[src/rtl/cl_pkg.sv]
// rtl/cl_pkg.sv - shared state and step encodings for the cl_* sequencers
package cl_pkg;

    typedef enum logic [1:0] {
        ST_IDLE = 2'd0,
        ST_MUL  = 2'd1,
        ST_DONE = 2'd2
    } cl_state_e;

    // Partial-product order: low*low, low*high, high*low, high*high.
    typedef enum logic [1:0] {
        STEP_LL = 2'd0,
        STEP_LH = 2'd1,
        STEP_HL = 2'd2,
        STEP_HH = 2'd3
    } cl_step_e;

endpackage

[src/rtl/cl_half_mult.sv]
// rtl/cl_half_mult.sv - combinational HxH carry-less multiply, 2H-bit product
module cl_half_mult #(
    parameter int H = 16
) (
    input  logic [H-1:0]   a,
    input  logic [H-1:0]   b,
    output logic [2*H-1:0] p
);

    always_comb begin
        p = '0;
        for (int i = 0; i < H; i++) begin
            if (b[i]) begin
                p = p ^ ({{H{1'b0}}, a} << i);
            end
        end
    end

endmodule

[src/rtl/cl_mult_sequencer.sv]
// rtl/cl_mult_sequencer.sv - four-pass carry-less multiplier around one half-width core
module cl_mult_sequencer
    import cl_pkg::*;
#(
    parameter int DATA_WIDTH = 32
) (
    input  logic                    clk,
    input  logic                    rst_n,
    input  logic                    in_valid,
    output logic                    in_ready,
    input  logic [DATA_WIDTH-1:0]   in_a,
    input  logic [DATA_WIDTH-1:0]   in_b,
    output logic                    out_valid,
    input  logic                    out_ready,
    output logic [2*DATA_WIDTH-1:0] out_result,
    output logic                    busy
);

    localparam int H  = DATA_WIDTH / 2;
    localparam int PW = 2 * DATA_WIDTH;

    cl_state_e             state_q, state_d;
    cl_step_e              step_q, step_d;
    logic [DATA_WIDTH-1:0] op_a_q, op_a_d;
    logic [DATA_WIDTH-1:0] op_b_q, op_b_d;
    logic [PW-1:0]         acc_q, acc_d;

    logic [H-1:0]   core_a;
    logic [H-1:0]   core_b;
    logic [2*H-1:0] core_p;
    logic [PW-1:0]  core_ext;
    logic [PW-1:0]  partial;

    cl_half_mult #(.H(H)) u_half_mult (
        .a (core_a),
        .b (core_b),
        .p (core_p)
    );

    // Operand half selection and placement of the partial product.
    always_comb begin
        core_a   = op_a_q[H-1:0];
        core_b   = op_b_q[H-1:0];
        core_ext = {{DATA_WIDTH{1'b0}}, core_p};
        partial  = core_ext;
        case (step_q)
            STEP_LH: begin
                core_b  = op_b_q[DATA_WIDTH-1:H];
                partial = core_ext << H;
            end
            STEP_HL: begin
                core_a  = op_a_q[DATA_WIDTH-1:H];
                partial = core_ext << H;
            end
            STEP_HH: begin
                core_a  = op_a_q[DATA_WIDTH-1:H];
                core_b  = op_b_q[DATA_WIDTH-1:H];
                partial = core_ext << DATA_WIDTH;
            end
            default: begin
                partial = core_ext;
            end
        endcase
    end

    always_comb begin
        state_d = state_q;
        step_d  = step_q;
        op_a_d  = op_a_q;
        op_b_d  = op_b_q;
        acc_d   = acc_q;
        case (state_q)
            ST_IDLE: begin
                if (in_valid) begin
                    op_a_d  = in_a;
                    op_b_d  = in_b;
                    acc_d   = '0;
                    step_d  = STEP_LL;
                    state_d = ST_MUL;
                end
            end
            ST_MUL: begin
                acc_d  = acc_q ^ partial;
                step_d = cl_step_e'(step_q + 2'd1);
                if (step_q == STEP_HH) begin
                    state_d = ST_DONE;
                end
            end
            ST_DONE: begin
                if (out_ready) begin
                    state_d = ST_IDLE;
                end
            end
            default: begin
                state_d = ST_IDLE;
            end
        endcase
    end

    always_ff @(posedge clk or negedge rst_n) begin
        if (!rst_n) begin
            state_q <= ST_IDLE;
            step_q  <= STEP_LL;
            op_a_q  <= '0;
            op_b_q  <= '0;
            acc_q   <= '0;
        end else begin
            state_q <= state_d;
            step_q  <= step_d;
            op_a_q  <= op_a_d;
            op_b_q  <= op_b_d;
            acc_q   <= acc_d;
        end
    end

    assign in_ready   = (state_q == ST_IDLE);
    assign out_valid  = (state_q == ST_DONE);
    assign busy       = (state_q == ST_MUL) || (state_q == ST_DONE);
    assign out_result = acc_q;

endmodule

[config.mk]
export PLATFORM = sky130hd
export DESIGN_NAME = cl_mult_sequencer
export DESIGN_NICKNAME = d
export VERILOG_FILES = /design/src/rtl/cl_pkg.sv /design/src/rtl/cl_half_mult.sv /design/src/rtl/cl_mult_sequencer.sv
export SDC_FILE = /design/constraint.sdc
export NUM_CORES = 1
export LEC_CHECK = 0
export CAP_MARGIN = 20
export CELL_PAD_IN_SITES_DETAIL_PLACEMENT = 1
export CELL_PAD_IN_SITES_GLOBAL_PLACEMENT = 1
export CORE_MARGIN = 4
export CORE_UTILIZATION = 47
export CTS_CLUSTER_DIAMETER = 80
export DETAILED_ROUTE_END_ITERATION = 8
export GPL_ROUTABILITY_DRIVEN = 1
export PLACE_DENSITY = 0.95
export SYNTH_ARGS = -nofsm -noshare
export SYNTH_HDL_FRONTEND = slang
export SYNTH_HIERARCHICAL = 1
export SYNTH_SLANG_ARGS = --single-unit
[constraint.sdc]
create_clock -name clk -period 6.9 [get_ports clk]
set_input_delay 1.38 -clock clk [delete_from_list [all_inputs] [get_ports clk]]
set_output_delay 1.38 -clock clk [all_outputs]
set_load 0.02 [all_outputs]
==> metrics.yaml <==
setup_path:
  crit_chain: "ha_1 -> buf_4 -> nor2_1 -> buf_4 -> mux2_2 -> nand2_1 -> xor2_1 -> xnor2_1 -> xnor2_1 -> xnor2_1 -> a22oi_1 -> or4_1 -> a21boi_1"
  worstPathMaxFanout: 35
  path_common_cell: "xnor2_1"
  worstReg2RegStart: "step_q[0]"
  arrival_ns: 4.49
  worst_setup_path_start_kind: "register"
  cp_slowest_stage_delay_ns: 0.55
  critPathRequiredTime_ns: 7.25
  crit_family: "XOR/XNOR gates"
  crit_start: "step_q[0]"
  crit_buf_inv: 2
  cp_slowest_cell: "mux2_2"
  critPathKind: "register to register"
  critPathCaptureType: "register"
place:
  portBuffers: 134
  dp_hpwl_um: 22300
  place_congestion: 0.862
min_path:
  hp-start: "op_b_q[11]"
  min_path_type: "register to register"
clock_network:
  htreeDepth: 4
  clk_pin_slew_worst_paths_ns: 0.06
  cts_sinks: 132
  cts_root_buffer: "clkbuf_16"
  cts_tree: "built"
  clk_latency_ns: 0.43
  cts_buffer_depth: 2
  postCtsSetupRepairBufs: 0
  hold_buffers: 0
  post_cts_resized: 0
  cts-buffers-inserted: 17
floorplanning:
  rows: 54
  ios: 135
  die-area_mm2: 0.0252
  initial_core_util: 0.483
  core_mm2: 0.0221
  dieWidth_um: 159
  die_h_um: 159
synthesis:
  postSynthAreaPerCell_um2: 9.39
  synthArstFlopShare: 1.00
  synthDistinctLibCells: 32
  syn-num-nets: 1211
  ys_seq_elements: 132
  yosysWarningCount: 6
  syn_area_mm2: 0.0107
  syn-instance-count: 1136
  synth_seq_area_share: 0.310
  ys.flop_type: "dfrtp_1"
  synth_edf_count: 0
grt:
  grt_pass1_wl_um: 51100
  grt_pass1_vias: 9314
  grt-ovfl-total: 0
  grt_usage: 0.264
  antenna_found_initial: 0
  grt_max_degree: 111
timing:
  timing.slew.headroom: 0.286
  rsz0062_at_grt: "no"
  tightest_slew_ns: 1.07
  fin_crit_sh: 0.601
  skew_ns: 0.0121
  setup_violations: 0
  maxSlewViolCount: 0
  fmax_mhz: 241
  fin_crit_ns: 4.15
  finalSetupTns_ns: 0
  finalHoldViolCount: 0
layout:
  num_antenna_cells: 0
  regArea_mm2: 0.00330
  area_growth_pct: 13.6
  fillers: 2444
  nNetsFinal: 1263
  drive_above_1_share: 0.186
  multiInputGateArea_mm2: 0.00646
route:
  wirelength_um: 33400
  ant_nets: 0
  post_drt_wl_per_cell_um: 22.5
  viasPerCell: 5.70
  drtIter0Drc: 594
  firstDrtPassIters: 5
  vias: 8440
  drc: 0
run_status:
  outcome: "finished clean"
job:
  drv_cap: 0
==> layout by cell type (no fill, tap or decap), drive strengths merged, types with 18 or more instances in the layout <==
| cell type | count |
|---|---|
| nand3 | 35 |
| dfrtp | 132 |
| xor2 | 55 |
| xnor2 | 170 |
| clkbuf | 18 |
| clkdlybuf4s50 | 133 |
| nand2 | 319 |
| mux2i | 49 |
| nand2b | 51 |
| mux2 | 98 |
==> worst paths after layout <==
path                       cells past startpoint  slack [ns]              to
hold / removal                                 1        0.50      op_b_q[11]
setup reg to reg                              13        2.75  out_result[37]
max in group asynchronous                      2        4.50  out_result[12]
hold reg to reg                                1        0.50      op_b_q[11]
min in group asynchronous                      1        1.05      op_b_q[13]
setup / recovery                              13        2.75  out_result[37]
==> metrics by stage <==
step	util	worst slack [ns]	hold WS [ns]	instance area [um^2]	cells
2_1_floorplan	-	3.57	0.474	10700	1136
6_report	0.549	2.75	0.505	12100	1481
4_1_cts	0.548	2.88	0.507	12100	1480
5_1_grt	0.549	2.64	0.525	12100	1481
3_5_place_dp	0.522	2.97	0.493	11500	1448
3_3_place_gp	0.522	3.16	0.484	11500	1448
==> registers in the layout, indices dropped and copies added (netlist names) <==
signal and count:
step_q 2, out_result 64, op_a_q 32, op_b_q 32
state_q 2
==> cells by family after synthesis <==
family	share of synthesized area
AOI/OAI and AO/OA	0.0434
other	0.000352
DFF	0.310
buffers and inverters	0.0860
xor gates and xnor gates	0.203
muxes	0.149
and+or+nand+nor	0.200
adders and majority gates	0.00821
==> cells in the mapped netlist (17+ instances only) <==
library cell / instances / area share
xor2_1: 54 / 0.044
dfrtp_1: 132 / 0.31
nand2b_1: 51 / 0.030
buf_4: 21 / 0.015
nand3_1: 35 / 0.016
clkbuf_1: 17 / 0.0060
mux2_2: 98 / 0.10
nand2_1: 264 / 0.093
mux2i_1: 49 / 0.046
buf_6: 33 / 0.035
buf_2: 29 / 0.014
xnor2_2: 25 / 0.038
xnor2_1: 145 / 0.12
nand2_2: 48 / 0.028
nand3b_1: 17 / 0.012
==> metal layers <==
metal | wire length (um) | track usage
met5 | 0 | 0
met4 | 1180 | 0.119
met3 | 1890 | 0.0541
met2 | 16900 | 0.461
met1 | 13400 | 0.313
==> area by class of cell <==
type                            count  share of cell area
Clock buffer                       18              0.0362
Clock inverter                     14              0.0111
Inverter                            5             0.00155
Multi-Input combinational cell    890               0.533
Sequential cell                   132               0.273
Tap cell                          280              0.0289
Timing Repair Buffer              142               0.116
Power is left out: the tool's default activity adds up to more than one toggle a clock period on the data nets, which glitch-free logic cannot reach.
